--- config.mk ---
export PLATFORM = sky130hd
export DESIGN_NAME = pipeline_stall_ctrl
export DESIGN_NICKNAME = d
export VERILOG_FILES = /design/src/rtl/pipe_ctrl_pkg.sv /design/src/rtl/sat_counter.sv /design/src/rtl/pipeline_stall_ctrl.sv
export SDC_FILE = /design/constraint.sdc
export NUM_CORES = 1
export LEC_CHECK = 0
export CORE_MARGIN = 4
export CORE_UTILIZATION = 35
export DETAILED_ROUTE_END_ITERATION = 6
export GPL_ROUTABILITY_DRIVEN = 0
export PLACE_DENSITY = 0.59
export SETUP_SLACK_MARGIN = 0.02
export SLEW_MARGIN = 20
export SYNTH_ARGS = -nofsm -noshare
export SYNTH_HDL_FRONTEND = slang
export SYNTH_SLANG_ARGS = --single-unit
--- constraint.sdc ---
create_clock -name clk -period 2.73 [get_ports clk]
set_clock_uncertainty 0.2 [all_clocks]
set_input_delay 0.546 -clock clk [delete_from_list [all_inputs] [get_ports clk]]
set_output_delay 0.546 -clock clk [all_outputs]
set_load 0.01 [all_outputs]
--- src/rtl/pipe_ctrl_pkg.sv ---
`default_nettype none
// ----------------------------------------------------------------------------
// Module  : pipe_ctrl_pkg
// Brief   : Shared types for the pipeline stall/flush controller.
// Revision: 1.0
// ----------------------------------------------------------------------------
package pipe_ctrl_pkg;

    localparam int c_DEFAULT_MEM_TIMEOUT = 16;

    typedef enum logic [1:0] {
        RUN  = 2'd0,
        WAIT = 2'd1,
        ERR  = 2'd2
    } ctrl_state_e;

    // Per-stage register controls, also consumed by the core top level.
    typedef struct packed {
        logic pc_write;
        logic if_id_write;
        logic id_ex_write;
        logic ex_mem_write;
        logic if_id_flush;
        logic id_ex_flush;
        logic mem_wb_flush;
    } ctrl_vec_t;

endpackage
`default_nettype wire

--- src/rtl/sat_counter.sv ---
`default_nettype none
// ----------------------------------------------------------------------------
// Module  : sat_counter
// Brief   : Up-counter that holds at all-ones; asynchronous active-low clear.
// Revision: 1.0
// ----------------------------------------------------------------------------
module sat_counter #(
    parameter int WIDTH = 32
) (
    input  logic             clk,
    input  logic             rst_n,
    input  logic             inc,
    output logic [WIDTH-1:0] count
);

    logic [WIDTH-1:0] r_count;

    always_ff @(posedge clk or negedge rst_n) begin
        if (!rst_n) begin
            r_count <= '0;
        end else if (inc && (r_count != '1)) begin
            r_count <= r_count + WIDTH'(1);
        end
    end

    assign count = r_count;

endmodule
`default_nettype wire

--- src/rtl/pipeline_stall_ctrl.sv ---
`default_nettype none
// ----------------------------------------------------------------------------
// Module  : pipeline_stall_ctrl
// Brief   : Per-stage write-enable/flush control for the 5-stage pipeline.
// Revision: 1.0
// ----------------------------------------------------------------------------
module pipeline_stall_ctrl
    import pipe_ctrl_pkg::*;
#(
    parameter int CNT_W       = 32,
    parameter int MEM_TIMEOUT = c_DEFAULT_MEM_TIMEOUT,
    parameter int TO_W        = 5
) (
    input  logic             clk,
    input  logic             rst_n,
    input  logic             LU_hazard,
    input  logic             Branch_taken_EX,
    input  logic             Dmem_req,
    input  logic             Dmem_ready,
    output logic             PC_write,
    output logic             IF_ID_write,
    output logic             ID_EX_write,
    output logic             EX_MEM_write,
    output logic             IF_ID_flush,
    output logic             ID_EX_flush,
    output logic             MEM_WB_flush,
    output logic [CNT_W-1:0] Stall_cycles,
    output logic [CNT_W-1:0] Flush_count,
    output logic             Mem_err
);

    localparam logic [TO_W-1:0] c_WAIT_LAST = TO_W'(MEM_TIMEOUT - 1);

    ctrl_state_e     r_state;
    logic [TO_W-1:0] r_wait_cnt;
    logic            r_mem_err;

    logic      w_mem_busy;
    logic      w_frozen;
    logic      w_branch;
    logic      w_lu_stall;
    logic      w_stall_inc;
    logic      w_flush_inc;
    ctrl_vec_t w_ctrl;

    assign w_mem_busy  = Dmem_req & ~Dmem_ready;
    assign w_frozen    = (r_state != ERR) & w_mem_busy;
    assign w_branch    = (r_state != ERR) & ~w_mem_busy & Branch_taken_EX;
    assign w_lu_stall  = (r_state != ERR) & ~w_mem_busy & ~Branch_taken_EX & LU_hazard;
    assign w_stall_inc = w_frozen | w_lu_stall;
    assign w_flush_inc = w_branch;

    always_comb begin
        w_ctrl = '{pc_write: 1'b1, if_id_write: 1'b1, id_ex_write: 1'b1,
                   ex_mem_write: 1'b1, if_id_flush: 1'b0, id_ex_flush: 1'b0,
                   mem_wb_flush: 1'b0};
        if (!rst_n) begin
            w_ctrl = '{pc_write: 1'b0, if_id_write: 1'b0, id_ex_write: 1'b0,
                       ex_mem_write: 1'b0, if_id_flush: 1'b1, id_ex_flush: 1'b1,
                       mem_wb_flush: 1'b1};
        end else if ((r_state == ERR) || w_frozen) begin
            // Hold everything up to EX/MEM; MEM/WB drains a bubble.
            w_ctrl = '{pc_write: 1'b0, if_id_write: 1'b0, id_ex_write: 1'b0,
                       ex_mem_write: 1'b0, if_id_flush: 1'b0, id_ex_flush: 1'b0,
                       mem_wb_flush: 1'b1};
        end else if (w_branch) begin
            w_ctrl.if_id_flush = 1'b1;
            w_ctrl.id_ex_flush = 1'b1;
        end else if (w_lu_stall) begin
            w_ctrl.pc_write    = 1'b0;
            w_ctrl.if_id_write = 1'b0;
            w_ctrl.id_ex_flush = 1'b1;
        end
    end

    always_ff @(posedge clk or negedge rst_n) begin
        if (!rst_n) begin
            r_state    <= RUN;
            r_wait_cnt <= '0;
            r_mem_err  <= 1'b0;
        end else begin
            case (r_state)
                RUN: begin
                    if (w_mem_busy) begin
                        // The busy cycle seen in RUN is the first counted wait.
                        if (MEM_TIMEOUT == 1) begin
                            r_state   <= ERR;
                            r_mem_err <= 1'b1;
                        end else begin
                            r_state <= WAIT;
                        end
                        r_wait_cnt <= TO_W'(1);
                    end else begin
                        r_wait_cnt <= '0;
                    end
                end
                WAIT: begin
                    if (!w_mem_busy) begin
                        r_state    <= RUN;
                        r_wait_cnt <= '0;
                    end else if (r_wait_cnt == c_WAIT_LAST) begin
                        r_state   <= ERR;
                        r_mem_err <= 1'b1;
                    end else begin
                        r_wait_cnt <= r_wait_cnt + TO_W'(1);
                    end
                end
                ERR: begin
                    r_state   <= ERR;
                    r_mem_err <= 1'b1;
                end
                default: begin
                    r_state    <= RUN;
                    r_wait_cnt <= '0;
                end
            endcase
        end
    end

    sat_counter #(.WIDTH(CNT_W)) u_stall_cnt (
        .clk   (clk),
        .rst_n (rst_n),
        .inc   (w_stall_inc),
        .count (Stall_cycles)
    );

    sat_counter #(.WIDTH(CNT_W)) u_flush_cnt (
        .clk   (clk),
        .rst_n (rst_n),
        .inc   (w_flush_inc),
        .count (Flush_count)
    );

    assign PC_write     = w_ctrl.pc_write;
    assign IF_ID_write  = w_ctrl.if_id_write;
    assign ID_EX_write  = w_ctrl.id_ex_write;
    assign EX_MEM_write = w_ctrl.ex_mem_write;
    assign IF_ID_flush  = w_ctrl.if_id_flush;
    assign ID_EX_flush  = w_ctrl.id_ex_flush;
    assign MEM_WB_flush = w_ctrl.mem_wb_flush;
    assign Mem_err      = r_mem_err;

endmodule
`default_nettype wire

=== Word level (Yosys, flattened, before mapping) ===
Cells that the tools add are included.

* Flip-flop bits (word level): 72
* Input port bits: 6
* Output and inout port bits: 72
* Word-level logic and storage cells: 59

* $add $sub $neg: 3
* Equality and inequality tests: 11
* Mux-type cells: 21
* Bitwise gates (word level): 11
* Reduce and logical (&&, ||, !) cells: 8

{| class="wikitable"
|+ Operator list
! cell !! count
|-
| $add 32x1->32 const B || 2
|-
| $ne 32x32->1 const B || 2
|-
| $mux 2 || 8
|-
| $pmux 5 s3 || 1
|-
| $mux 5 || 2
|-
| $ne 2x2->1 const B || 4
|-
| $mux 1 || 7
|-
| $mux 7 || 1
|-
| $and 1x1->1 || 6
|-
| $ne 3x3->1 const B || 2
|-
| $pmux 2 s3 || 1
|-
| $add 5x1->5 const B || 1
|-
| $eq 5x4->1 const B || 1
|-
| $not 1->1 || 4
|-
| $reduce_and 2->1 || 2
|-
| $reduce_and 3->1 || 1
|-
| $eq 2x1->1 const B || 1
|-
| $eq 2x2->1 const B || 1
|-
| $logic_and 1x1->1 || 2
|-
| $logic_not 2->1 || 1
|-
| $pmux 1 s2 || 1
|-
| $reduce_bool 2->1 || 1
|-
| $logic_or 1x1->1 || 1
|-
| $or 1x1->1 || 1
|}

=== Logic depth before layout (Yosys ltp) ===
Gate-level depths: netlist of the first run.

* Depth in word-level cells: 10
* Gate-level depth with buffers: 8
* Gate-level depth less buffers: 8

=== By module ===
Synthesis of the first run repeated with hierarchy kept, for this count alone.

* Cell total of the unflattened synthesis: 338
* Area total of the unflattened synthesis: 3608.5 µm²

{| class="wikitable"
|+ Modules (own cells, without submodules)
! module !! instances !! cells an instance !! area each (µm²) !! seq. area each (µm²)
|-
| sat_counter at u_stall_cnt || 1 || 151 || 1624.1 || 800.8
|-
| sat_counter at u_flush_cnt || 1 || 140 || 1522.7 || 800.8
|-
| pipeline_stall_ctrl || 1 || 47 || 461.7 || 200.2
|}

=== Worst setup path before layout of the first run ===
No wires, ideal clock.

* Path kind: input to register
* From: input Dmem_ready
* To: register u_stall_cnt.r_count[16], in the netlist u_stall_cnt.count[16]
* Setup time: 0.125 ns
* Arrival time: 1.886 ns
* Data required time: 2.405 ns
* Path slack: 0.520 ns
* Stages: 5
* Buffers on the path: 0
* Cells stage by stage: nand2b_1 > a2111oi_4 > nand2_1 > nor2_1 > mux2_2

* Word-level cells in the longest chain between the ends: 8
* Elaborated cells on any way between the ends: 9
* Those cells by class: bitwise (8); reduce/logical (1)

{| class="wikitable"
|+ RTL lines
! item !! RTL line !! RTL
|-
| from (decl) || pipeline_stall_ctrl.sv:19 || <nowiki>input logic Dmem_ready,</nowiki>
|-
| $not 1->1 * || pipeline_stall_ctrl.sv:46 || <nowiki>assign w_mem_busy = Dmem_req & ~Dmem_ready;</nowiki>
|-
| $and 1x1->1 * || pipeline_stall_ctrl.sv:46 ||
|-
| $not 1->1 || pipeline_stall_ctrl.sv:49 || <nowiki>assign w_lu_stall = (r_state != ERR) & ~w_mem_busy & ~Branch_taken_EX & LU_hazard;</nowiki>
|-
| $and 1x1->1 (3 in a row) || pipeline_stall_ctrl.sv:49 ||
|-
| $or 1x1->1 * || pipeline_stall_ctrl.sv:50 || <nowiki>assign w_stall_inc = w_frozen | w_lu_stall;</nowiki>
|-
| $logic_and 1x1->1 * || sat_counter.sv:21 || <nowiki>end else if (inc && (r_count != '1)) begin</nowiki>
|-
| to (signal assigned) || sat_counter.sv:22 || <nowiki>r_count <= r_count + WIDTH'(1);</nowiki>
|-
| to (decl) || sat_counter.sv:16 || <nowiki>logic [WIDTH-1:0] r_count;</nowiki>
|}

Every way passes the cells marked *; elsewhere a longest branch is shown, timed or not.
A chain may end at the register's enable or synchronous reset.

=== Final worst setup path of the first run ===
* From: input Dmem_req
* To: output MEM_WB_flush

* Word-level cells in the longest chain between the ends: 5

{| class="wikitable"
|+ RTL lines
! item !! RTL line !! RTL
|-
| from (decl) || pipeline_stall_ctrl.sv:18 || <nowiki>input logic Dmem_req,</nowiki>
|-
| $and 1x1->1 || pipeline_stall_ctrl.sv:46 ||
|-
| $and 1x1->1 || pipeline_stall_ctrl.sv:47 || <nowiki>assign w_frozen = (r_state != ERR) & w_mem_busy;</nowiki>
|-
| $logic_or 1x1->1 || pipeline_stall_ctrl.sv:61 || <nowiki>end else if ((r_state == ERR) || w_frozen) begin</nowiki>
|-
| $mux 1 || pipeline_stall_ctrl.sv:61 ||
|-
| $mux 7 || pipeline_stall_ctrl.sv:57 || <nowiki>if (!rst_n) begin</nowiki>
|-
| to (decl) || pipeline_stall_ctrl.sv:26 || <nowiki>output logic MEM_WB_flush,</nowiki>
|}

No other way between the ends.

==> results of run 1 <==
[worst reg2reg max path: stages (launching register included)]
cell	delay [ns]
dfrtp_1	0.45
ha_1	0.23
nand2_1	0.10
nor3_1	0.43
nand4_1	0.37
nand2_1	0.23
mux2_2	0.35
[cell usage in the layout (no fill, tap or decap), types with 10 or more instances in the layout]
master,n
nor2_1,23
inv_1,12
dfrtp_1,72
clkdlybuf4s50_1,70
nand2_1,33
and3_1,12
nand4_1,24
clkbuf_8,11
xnor2_1,37
nor3_1,10
xor2_1,22
nand3_1,32
buf_4,18
[routing by layer]
layer  share of wire, %  vias up  GRT usage [%]
li1                   -     1431              -
met2                 47       66           23.8
met4                1.0        0           4.43
met3                4.5        9           3.44
met5                  0        -              0
met1                 47     1450           19.5
[power by group]
part | leakage, nW | internal, W | total, W | switching (W)
combinational | 1.05 | 0.000288 | 0.000517 | 0.000230
clock | 0.126 | 0.000656 | 0.00105 | 0.000395
sequential | 0.956 | 0.00116 | 0.00130 | 0.000141
[stage by stage]
stage | cell area [µm²] | total power (W) | TNS, ns
2_1_floorplan | 3690 | 0.00154 | 0
3_3_place_gp | 4720 | 0.00183 | -0.594
3_5_place_dp | 4720 | 0.00184 | -1.01
4_1_cts | 4990 | 0.00290 | 0
5_1_grt | 4990 | 0.00302 | 0
6_report | 4990 | 0.00287 | 0
[timing repair]
action                                  4_1_cts  5_1_grt
pin swaps                                     0        0
hold buffers                                  1        0
endpoints found under the setup margin        6        2
resized for setup                             6        2
endpoints found under the hold margin         7        0
[area by class of cell]
type                    count  area share [%]
clock inverters             5            2.05
multi-input cells         259            36.4
repair buffers             95            18.1
clock buffers              11            3.03
well taps                 136            3.41
flip-flops and latches     72            36.1
inverters                  12           0.902
[flip-flops by register name (all words and copies together) (netlist names)]
signal	cells
r_wait_cnt	5
r_state	2
u_stall_cnt.count	32
u_flush_cnt.count	32
Mem_err	1
[worst max path at each step]
stage / start / to / slack [ns] / depth (start not counted)
4_1_cts: Dmem_ready / ID_EX_write / 0.06 / 5
5_1_grt: u_stall_cnt.count[0] / u_stall_cnt.count[1] / 0.1 / 6
6_report: Dmem_req / MEM_WB_flush / 0.14 / 4
2_1_floorplan: Dmem_ready / u_stall_cnt.count[16] / 0.52 / 5
3_3_place_gp: Dmem_ready / IF_ID_flush / -0.12 / 6
3_5_place_dp: Dmem_ready / IF_ID_write / -0.15 / 5
[synth_stat cells, drive strengths merged, types with 5 or more instances]
master   n  area [µm²]
o21ai    7        35.0
and2     6        37.5
xnor2   37         324
inv     12        45.0
xor2    22         193
nor2    23        86.3
and4     5        46.3
nand4   24         150
nand2   33         124
and3    14        90.1
nor3    13        80.1
nand3   33         178
dfrtp   72        1800
[cell families after synthesis]
kind of cell | Yosys count | share of synthesized area (%)
buffers and inverters | 18 | 2.14
adder cells (fa/ha/maj) | 4 | 1.36
flip-flops | 72 | 48.8
multiplexers | 4 | 1.22
XOR/XNOR | 59 | 14.0
AO/OA/AOI/OAI | 21 | 6.58
AND/OR/NAND/NOR | 171 | 25.9
==> flow_summary.ini, run 1 <==
[critical_path]
max_stage_delay_ns = 0.55
required_ns = 1.98
crit_path_start_kind = input port
crit_chain = clkdlybuf4s50_1 -> nand2b_4 -> nand3_1 -> clkdlybuf4s50_1
timing.rr.start = u_stall_cnt.count[0]
arrival_ns = 1.84
crit_top_cell = clkdlybuf4s50_1
slowest_stage = clkdlybuf4s50_1
worstRegToRegCells = 6
critical_path_class = input port to primary output
cp_top_family = buffers and inverters
worst-r2r-setup-slack_ns = 0.26
timing.rr.end = u_stall_cnt.count[1]
cp_num_buf_inv = 2
crit_fanout = 3
end_kind = primary output

[logic_synthesis]
synth_cell_types = 47
synthCells = 349
yosysWarnings = 0
syn-cell-area_um2 = 3690
ys.flop_type = dfrtp_1
ys_seq_elements = 72
ys_seq_area_share_pct = 48.8
synth_edf_count = 0
syn-mean-instance-area_um2 = 10.6
syn-num-nets = 359
async_reset_ff_share_pct = 100

[placed_design]
port_buffers = 77
place_ws_ns = -0.146
dp_hpwl_mm = 6.55
dp_cells = 573

[clock_network]
cts-buffers-inserted = 9
clockRootBuffer = clkbuf_8
clk_pin_slew_ns = 0.08
cts_tree = done
clock_sinks = 72
postCtsSetupRepairBufs = 0
clk_latency_ns = 0.34
htree_levels = 3
clockBufferDepth = 2

[layout]
drive_gt1_share_pct = 12.6
multi_input_area_um2 = 1820
utilization_pct = 48.6
n_fill_cell = 996
regArea_um2 = 1800
stdcell_count = 590
nets = 459
syn_to_final_growth_pct = 35.3
antenna_cells = 0

[drt]
dr.pass1.iters = 4
wl_mm = 8.72
vias_per_cell = 5.01
detail-route-antenna-nets = 0
drt_iter0_markers = 116
num_vias = 2956
drc = 0
wl_per_cell_um = 14.8

[sta]
finalSetupViolCount = 0
finalCriticalPeriod_ns = 2.59
tightest_slew_ns = 0.816
hold_violations = 0
hold_slack_ns = 0.248
post-route-period-util_pct = 94.7
report.final.slew_viol_count = 0
rsz0062_at_grt = no
fmax_mhz = 387
maxSlewHeadroom_pct = 45.6
worst_slack_ns = 0.145

[floorplan]
die_w_um = 111
die_area_um2 = 12300
die_h_um = 111
start_util_pct = 35.9
core_um2 = 10300
rows = 37
ios = 78

[pwr]
power_density_nw_per_um2 = 574
peakVddDrop_mv = 0.299
leakage_nw = 2.13

[job]
cap_violations = 0

[global_route]
grt_pass1_vias = 3051
grt.total_usage_pct = 14.7
gr-total-overflow = 0
grt_max_degree = 66
grt_pass1_wl_mm = 14.9
antenna_found_initial = 0

[run_status]
status = finished clean

[worst_hold_path]
hold_path.class = input port to async pin
No activity file was read; power rests on OpenSTA's default activity.
==> inputs of run 2 (changes only) <==
- PLACE_DENSITY: 0.59 -> 0.6
- SYNTH_HIERARCHICAL: default -> 1
==> flow_summary.ini, run 2 <==
[logic_synthesis]
synth_area_leaders = dfrtp_1 50%, xnor2_1 11%, nand4_1 5.2%
synth_top_area_cell = dfrtp_1
synthSimpleGateAreaFrac_pct = 25.8
syn-cell-area_um2 = 3610
synth_cell_types = 50
synth_edf_count = 0
async_reset_ff_share_pct = 100
synth_most_common_cell = dfrtp_1
yosysWarnings = 6
ys_seq_area_share_pct = 49.9
synth_top_family_by_area = simple AND/OR/NAND/NOR gates
synth_top_cell_area_share_pct = 49.9
syn-num-nets = 348
synth_fa_ha_area_share_pct = 1.39
synthCells = 338
synth_compound_area_share_pct = 4.85
synth_xor_area_share_pct = 15.0
ys.flop_type = dfrtp_1
synth_mux_area_share_pct = 0.936
ys_seq_elements = 72
syn-mean-instance-area_um2 = 10.7
synthTopCellsByCount = 72 x dfrtp_1, 44 x xnor2_1, 30 x nand4_1

[sta]
tightest_slew_ns = 0.794
fin_tns_setup_ns = 0
hold_violations = 0
maxSlewHeadroom_pct = 47.1
post-route-period-util_pct = 96.0
fmax_mhz = 382
rsz0062_at_grt = no
finalCriticalPeriod_ns = 2.62
report.final.slew_viol_count = 0
finalSetupViolCount = 0

[pwr]
power_density_nw_per_um2 = 532
peakVddDrop_mv = 0.267
total_power_w = 0.00258
leakage_nw = 2.05

[floorplan]
start_util_pct = 36.4
core_um2 = 9910
die_area_um2 = 12000
die_h_um = 110
rows = 36
ios = 78
die_w_um = 110

[layout]
utilization_pct = 48.9
final_cell_mix = 72 x dfrtp_1, 69 x clkdlybuf4s50_1, 44 x xnor2_1
antenna_cells = 0
final_cell_area_um2 = 4850
stdcell_count = 582
layout_commonest_cell = dfrtp_1
syn_to_final_growth_pct = 34.4
regArea_um2 = 1800
multi_input_area_um2 = 1740
n_fill_cell = 922
drive_gt1_share_pct = 12.9
nets = 454

[clock_network]
cts_tree = done
clockRootBuffer = clkbuf_8
clock_sinks = 72
clockBufferDepth = 2
clk_latency_ns = 0.34
cts-buffers-inserted = 9
clk_pin_slew_ns = 0.07
htree_levels = 3

[drt]
dr.pass1.iters = 4
vias_per_cell = 5.02
met1Wirelength_mm = 4.24
detail-route-antenna-nets = 0
drc = 0
wl_met3_um = 456
met2_length_mm = 3.95
num_vias = 2922
drt_iter0_markers = 79
top_layer_used = met4
wl_mm = 8.74
wl_per_cell_um = 15.0

[worst_hold_path]
min_to = r_wait_cnt[4]
hold_start = r_wait_cnt[4]
hold_path.class = flop to flop
hold_depth = 1

[critical_path]
timing.rr.start = u_flush_cnt/count[4]
crit_chain = buf_2 -> dlygate4sd3_1 -> buf_4 -> nand2b_1 -> dlygate4sd2_1
crit_path_start_kind = input port
cp_top_family = buffers and inverters
crit_fanout = 12
required_ns = 1.98
slowest_stage = dlygate4sd3_1
path_depth = 5
timing.rr.end = u_flush_cnt/count[28]
worstRegToRegCells = 6
worst-r2r-setup-slack_ns = 0.20
critical_path_class = input port to primary output
end_kind = primary output
cp_num_buf_inv = 4
max_stage_delay_ns = 0.60
arrival_ns = 1.87

[global_route]
grt_pass1_vias = 2924
grt_max_degree = 64
grt_pass1_wl_mm = 14.7
antenna_found_initial = 0
grt.total_usage_pct = 15.6
gr-total-overflow = 0

[placed_design]
port_buffers = 77
dp_cells = 564
place_area_um2 = 4660
dp_hpwl_mm = 6.45

[run_status]
status = finished clean

[job]
cap_violations = 0
run 2: kinds of logic (layout without fill, tap and decap cells):
kind of cell	Yosys count	after routing
simple gates	160	160
flops	72	72
xor+xnor	62	62
compound gates	23	23
buf+inv	14	125
fa+ha+maj	4	4
mux	3	3
run 2: metal layers:
metal | GRT usage (%) | up-vias
met2 | 23.5 | 76
met5 | 0 | -
met1 | 22.4 | 1400
met3 | 3.64 | 9
li1 | - | 1437
met4 | 4.19 | 0
run 2: stage by stage:
step	setup WS [ns]	hold WS (ns)
floorplan	0.306	0.0504
global placement	-0.121	0.260
detailed placement	-0.140	0.258
CTS	0.0243	0.285
global route	0.0363	0.302
finish	0.110	0.278
run 2: cell type report:
type                            instances  area share [%]
Inverter                                8           0.619
Sequential cell                        72            37.2
Multi-Input combinational cell        252            35.9
Tap cell                              133            3.43
Timing Repair Buffer                  101            19.5
Clock inverter                          4           0.413
Clock buffer                           12            2.99
run 2: where the power goes:
part	total (W)	internal, W	switching [W]
combinational	0.000540	0.000297	0.000244
sequential	0.00131	0.00116	0.000152
clock	0.000728	0.000349	0.000379
run 2: repair_timing:
item                                    4_1_cts  5_1_grt
hold buffers                                  1        0
setup buffers                                 1        0
hold endpoints to repair                      9        0
gates resized for setup                       7        2
endpoints found under the setup margin        7        2
run 2: worst max-delay path by stage:
stage,slack [ns],endpoint,startpoint
6_report,0.11,IF_ID_flush,rst_n
5_1_grt,0.04,IF_ID_write,Dmem_ready
4_1_cts,0.02,MEM_WB_flush,Dmem_ready
3_5_place_dp,-0.14,u_flush_cnt/count[28],Dmem_ready
3_3_place_gp,-0.12,u_flush_cnt/count[28],Dmem_ready
2_1_floorplan,0.31,u_flush_cnt/count[30],u_flush_cnt/count[9]
==> variant 1, RTL diff (config.mk and constraints of run 2) <==
Reset style: synchronous (`rst_n`), changed in 2 clocked blocks. Comments in the files are not updated.
--- a/src/rtl/sat_counter.sv
+++ b/src/rtl/sat_counter.sv
@@ -16,5 +16,5 @@
     logic [WIDTH-1:0] r_count;
 
-    always_ff @(posedge clk or negedge rst_n) begin
+    always_ff @(posedge clk) begin
         if (!rst_n) begin
             r_count <= '0;
--- a/src/rtl/pipeline_stall_ctrl.sv
+++ b/src/rtl/pipeline_stall_ctrl.sv
@@ -74,5 +74,5 @@
     end
 
-    always_ff @(posedge clk or negedge rst_n) begin
+    always_ff @(posedge clk) begin
         if (!rst_n) begin
             r_state    <= RUN;
Check against the original RTL: differs if rst_n is asserted again (counterexample within 4 cycles, from zero or initial values and one cycle with rst_n low); with rst_n held inactive, the same outputs for 10 cycles.
==> variant 1 against run 2 <==
  * Critical path depth is 3 higher
  * Sequential cell count did not move
  * Routed wire length up 27%
  * Cell area up 9.5%
  * Synthesized cell count grew 35%
  * Setup slack got worse by 0.035 ns
  * Synthesized area grew 8.4%
  * Non-clock buffer count grew 22
  * Count of clock-buffer cells in the layout up 1
  * Fmax down 1.3%
  * Critical endpoint is now u_flush_cnt/count[31]
Power is not compared: it rests on default switching activity, and its combinational part moved more than twofold at a synthesized area within 25%.
==> variant 1: results (changes against run 2) <==
| Metric | Value |
|---|---|
| Part of the Yosys area used for sequential elements | 0.369 (-0.131) |
| Overall power consumption | 1.99 mW |
| # Post-CTS Setup Buffers | 0 (-1) |
| CTS max path bufs | 2 (unchanged) |
| Drt pass-1 iters | 4 (unchanged) |
| Total leakage power | around 1.7 nW |
| Path class of the lowest-slack min-delay path | reg -> reg |
| Internal Power | ~1.5 mW |
| Number of buffers added by the clock tree synthesis step | 9 (unchanged) |
| Post-Synthesis Net Count | 466 (+34%) |
| Library cell used as clock root buffer | sky130_fd_sc_hd__clkbuf_8 |
| Global-route wire length before repair | 18,700 microns (+28%) |
| Status | completed |
| Relative slew margins | 0.517 (+0.0462) |
| Estimated wirelength of the detail-placed design | 8070 microns (+25%) |
| Number of port buffers | 77 (unchanged) |
| Initial antenna violation count | 0 (unchanged) |
| Number of global-route vias before repair | 3,912 (+34%) |
| Final-stage net count | 573 (+26%) |
| Async set-reset flop share out of synthesis | 0 (-1.00) |
| Top cell types by occurrence after synthesis | sky130_fd_sc_hd__dfxtp_1, sky130_fd_sc_hd__nand2_1, sky130_fd_sc_hd__a21oi_1 |
| Top fanout value on the critical path | 4 (-8) |
| Synth cell types | 52 (+4.0%) |
| CP arrival | 2.75 ns (+0.88 ns) |
| Commonest register cell after synthesis | sky130_fd_sc_hd__dfxtp_1 |
| Antenna Diode Count | 0 (unchanged) |
| Clk_lat worst skew | between 0.3 and 0.4 ns |
| Detailed Route WL | 11,100 microns (+27%) |
| Cell types with the largest area share after synthesis | sky130_fd_sc_hd__dfxtp_1, sky130_fd_sc_hd__a21oi_1, sky130_fd_sc_hd__o31ai_1 |
| Number of DRC markers in iteration 0 | 200 (+150%) |
| Total track usage | 0.178 (+0.0225) |
| Placement Cell Area | 5110 sq um (+9.6%) |
| Detail Route Antenna Nets | 0 (unchanged) |
| Share of post-route cells with drive strength above 1 | 0.158 (+0.0293) |
| Max VDD drop | 0.202 mV |
| Yosys warnings | 6 (unchanged) |
| Maximum number of pins on one net before global-route repair | 42 (-34%) |
| Via-to-Cell Ratio | 5.64 (+12%) |
| Reg clk slew, reported paths | around 0.08 ns |
| Maximum level of the CTS H-tree | 3 (unchanged) |
[variant 1: changes by cell type in the layout (fill, tap and decap cells not counted), sizes merged, moves of 10 or more]
cell           run 2  this run
a21oi              7        33
buf               24        47
dfrtp             72         0
dfxtp              0        72
mux2i              0        14
nand2             29        39
nand2b             3        22
nand4             32        18
o31ai              1        22
or3                1        12
or4                3        26
xnor2             44         8
xor2              18         2
[variant 1: routing by layer]
metal | wire [microns] | vias up | track usage
met5 | 0 | - | 0
met4 | 151 | 0 | 0.0529
met3 | 621 | 19 | 0.0546
met2 | 5060 | 101 | 0.287
met1 | 5250 | 1904 | 0.230
li1 | - | 1972 | -
[variant 1: kinds of logic after synthesis]
family | share of synthesized area
AO/OA/AOI/OAI | 0.180
XOR/XNOR | 0.0224
adder cells (fa/ha/maj) | 0.0128
buffers and inverters | 0.0410
flip-flops | 0.369
multiplexers | 0.0358
AND/OR/NAND/NOR | 0.339
[variant 1: cell type report]
class | count | area [sq um]
Clock inverter | 3 | 15.0
Timing Repair Buffer | 123 | 1100
Inverter | 11 | 41.3
Multi-Input combinational cell | 346 | 2360
Fill cell | 1056 | 5580
Tap cell | 140 | 175
Clock buffer | 13 | 169
Sequential cell | 72 | 1440
[variant 1: metrics by stage]
step	hold slack (ns)	setup slack (ns)	std cells
final	0.248	0.0747	708
after global routing	0.270	0.0399	708
after global placement	0.242	-0.481	692
after detailed placement	0.243	-0.566	692
after floorplan	0.246	0.0462	456
after CTS	0.254	0.108	708
[variant 1: final timing paths]
path / start / depth (start not counted) / slack [ns] / to
worst max-delay path: Dmem_req / 8 / 0.07 / u_flush_cnt/count[31]
worst max register to register: r_state[0] / 7 / 0.11 / u_flush_cnt/count[31]
worst min register to register: Mem_err / 2 / 0.25 / Mem_err
worst min-delay path: Mem_err / 2 / 0.25 / Mem_err
[variant 1: power by group through the flow]
stage	combinational (mW)	clock (mW)	sequential [mW]
after floorplan	0.0628	0	1.09
after global routing	0.138	0.871	1.07
after CTS	0.126	0.832	1.07
after global placement	0.124	0	1.09
final	0.126	0.801	1.07
after detailed placement	0.127	0	1.09
[variant 1: critical path, stage by stage]
cell	delay, ns
sky130_fd_sc_hd__dlygate4sd2_1	0.27
sky130_fd_sc_hd__nand2b_4	0.09
sky130_fd_sc_hd__and3_4	0.19
sky130_fd_sc_hd__nand4_1	0.17
sky130_fd_sc_hd__or4_4	0.57
sky130_fd_sc_hd__or3_1	0.33
sky130_fd_sc_hd__or4_1	0.41
sky130_fd_sc_hd__a21oi_1	0.16
[variant 1: repair_timing]
| action | 4_1_cts | 5_1_grt |
|---|---|---|
| setup endpoints to repair | 7 | 2 |
| pin swaps | 6 | 4 |
| gates resized for setup | 6 | 4 |
| hold endpoints to repair | 0 | 0 |
==> variant 2, RTL diff (config.mk and constraints of run 2) <==
Without the edit above. Set the package constant `c_DEFAULT_MEM_TIMEOUT` to 15 (it was 16).
--- a/src/rtl/pipe_ctrl_pkg.sv
+++ b/src/rtl/pipe_ctrl_pkg.sv
@@ -7,5 +7,5 @@
 package pipe_ctrl_pkg;
 
-    localparam int c_DEFAULT_MEM_TIMEOUT = 16;
+    localparam int c_DEFAULT_MEM_TIMEOUT = 15;
 
     typedef enum logic [1:0] {
Behaviour: no difference found for any inputs over 10 cycles, from zero or initial values and one cycle with rst_n low; that may be too few to reach the edited logic, so the function may still have changed.
==> variant 2 against run 2 <==
  * Setup slack worse by 0.018 ns
  * Routed wire length rose by 1.8%
  * Hold slack got worse by 0.035 ns
  * Non-clock buffer count up 5
  * Synthesized area up 1.5%
  * Die area increased by 1.4%
  * Utilization is 0.63 points lower
  * Sequential share of layout area decreased by 0.86 points
  * Register-to-register slack gained 0.06 ns
  * Power up 1.5%
  * Cell area is 2.4% higher
  * Global-route usage decreased by 0.16 points
  * Sequential cell count unchanged
  * Critical path type unchanged
==> variant 2: results (changes against run 2) <==
| Metric | Value |
|---|---|
| Total leakage power | 2.09 nW (+1.5%) |
| Number of DRC markers in iteration 0 | 132 (+67%) |
| Detailed Route WL | 8900 microns (+1.8%) |
| Reg clk slew, reported paths | 0.09 ns (+0.02 ns) |
| Cell types with the largest area share after synthesis | sky130_fd_sc_hd__dfrtp_1, sky130_fd_sc_hd__xnor2_1, sky130_fd_sc_hd__nand4_1 |
| Number of inserted filler cells in the final layout | 980 (+6.3%) |
| Via-to-Cell Ratio | 5.03 (about the same) |
| Global-route wire length before repair | 14,800 microns (+0.75%) |
| Number of buffers added by the clock tree synthesis step | 9 (unchanged) |
| Total track usage | 0.154 (-0.00160) |
| Yosys warnings | 6 (unchanged) |
| Async set-reset flop share out of synthesis | 1.00 (unchanged) |
| Initial antenna violation count | 0 (unchanged) |
| Maximum number of pins on one net before global-route repair | 68 (+6.3%) |
| Maximum level of the CTS H-tree | 3 (unchanged) |
| # Post-CTS Setup Buffers | 0 (-1) |
| Top cell types by occurrence after synthesis | sky130_fd_sc_hd__dfrtp_1, sky130_fd_sc_hd__xnor2_1, sky130_fd_sc_hd__nand4_1 |
| Worst setup startpoint | Dmem_ready |
| Max VDD drop | 0.411 mV (+54%) |
| CP arrival | 1.89 ns (+0.02 ns) |
| Clk_lat worst skew | 0.34 ns (about the same) |
| Status | completed |
| Relative slew margins | 0.433 (-0.0378) |
| Reg-to-reg critical path startpoint | u_flush_cnt/count[4] |
| Path class of the lowest-slack min-delay path | in -> async |
| Number of global-route vias before repair | 2,909 (-0.51%) |
| Antenna Diode Count | 0 (unchanged) |
| Synth cell types | 55 (+10%) |
| Drt pass-1 iters | 4 (unchanged) |
| Final-stage net count | 464 (+2.2%) |
| Post-Synthesis Net Count | 354 (+1.7%) |
| CTS max path bufs | 2 (unchanged) |
| Top fanout value on the critical path | 5 (-7) |
| Final cell utilization of the core | 0.483 (-0.00631) |
| Estimated wirelength of the detail-placed design | 6540 microns (+1.4%) |
| Library cell used as clock root buffer | sky130_fd_sc_hd__clkbuf_8 |
| Share of post-route cells with drive strength above 1 | 0.150 (+0.0212) |
| Number of port buffers | 77 (unchanged) |
| Placement Cell Area | 4760 sq um (+2.1%) |
| Part of the Yosys area used for sequential elements | 0.492 (-0.00734) |
[variant 2: path summary, 6_finish.rpt]
kind / end / slack, ns / cells past startpoint
setup reg to reg: u_flush_cnt/count[30] / 0.26 / 5
setup / recovery: ID_EX_flush / 0.09 / 5
hold / removal: u_flush_cnt/count[11] / 0.24 / 2
hold reg to reg: Mem_err / 0.28 / 1
min in group clk: Mem_err / 0.28 / 1
max in group asynchronous: u_flush_cnt/count[19] / 1.51 / 2
[variant 2: cell families after synthesis]
kind of cell / count (synthesis) / synth area share
adder cells (fa/ha/maj): 4 / 0.0137
XOR/XNOR: 59 / 0.141
AND/OR/NAND/NOR: 162 / 0.265
buffers and inverters: 15 / 0.0219
AO/OA/AOI/OAI: 29 / 0.0574
multiplexers: 3 / 0.00922
flip-flops: 72 / 0.492
[variant 2: stage by stage]
step	instances	setup WS, ns	hold WS (ns)	TNS, ns	total power, mW
2_1_floorplan	344	0.306	0.0504	0	1.54
3_3_place_gp	578	-0.0862	0.177	-0.411	1.86
3_5_place_dp	578	-0.140	0.178	-1.06	1.87
4_1_cts	595	0.0501	0.266	0	2.66
5_1_grt	595	0.0443	0.311	0	2.77
6_report	595	0.0919	0.243	0	2.62
[variant 2: final cells by class]
type / instances / share of cell area
clock buffers: 10 / 0.0277
clock inverters: 6 / 0.00882
inverters: 8 / 0.00605
multi-input cells: 257 / 0.361
flip-flops and latches: 72 / 0.363
well taps: 136 / 0.0343
repair buffers: 106 / 0.199
[variant 2: what timing repair did]
action / 4_1_cts / 5_1_grt
hold buffers: 1 / 0
setup endpoints to repair: 5 / 2
gates resized for setup: 5 / 2
endpoints found under the hold margin: 5 / 0
cloned: 0 / 0
[variant 2: critical path, stage by stage]
cell and delay [ns]:
sky130_fd_sc_hd__clkdlybuf4s50_1 0.49, sky130_fd_sc_hd__nand2b_4 0.16, sky130_fd_sc_hd__o211ai_1 0.08, sky130_fd_sc_hd__nand2_1 0.08, sky130_fd_sc_hd__clkdlybuf4s50_1 0.54
[variant 2: layer usage]
| layer | track usage | part of all wire | vias to the layer above |
|---|---|---|---|
| met4 | 0.0352 | 0.0043 | 0 |
| met3 | 0.0483 | 0.058 | 4 |
| met1 | 0.213 | 0.47 | 1447 |
| met5 | 0 | 0 | - |
| li1 | - | - | 1470 |
| met2 | 0.237 | 0.46 | 69 |
[variant 2: power breakdown]
part | switching (mW) | internal (mW)
Clock | 0.419 | 0.356
Combinational | 0.246 | 0.297
Sequential | 0.141 | 1.16
Total | 0.806 | 1.81
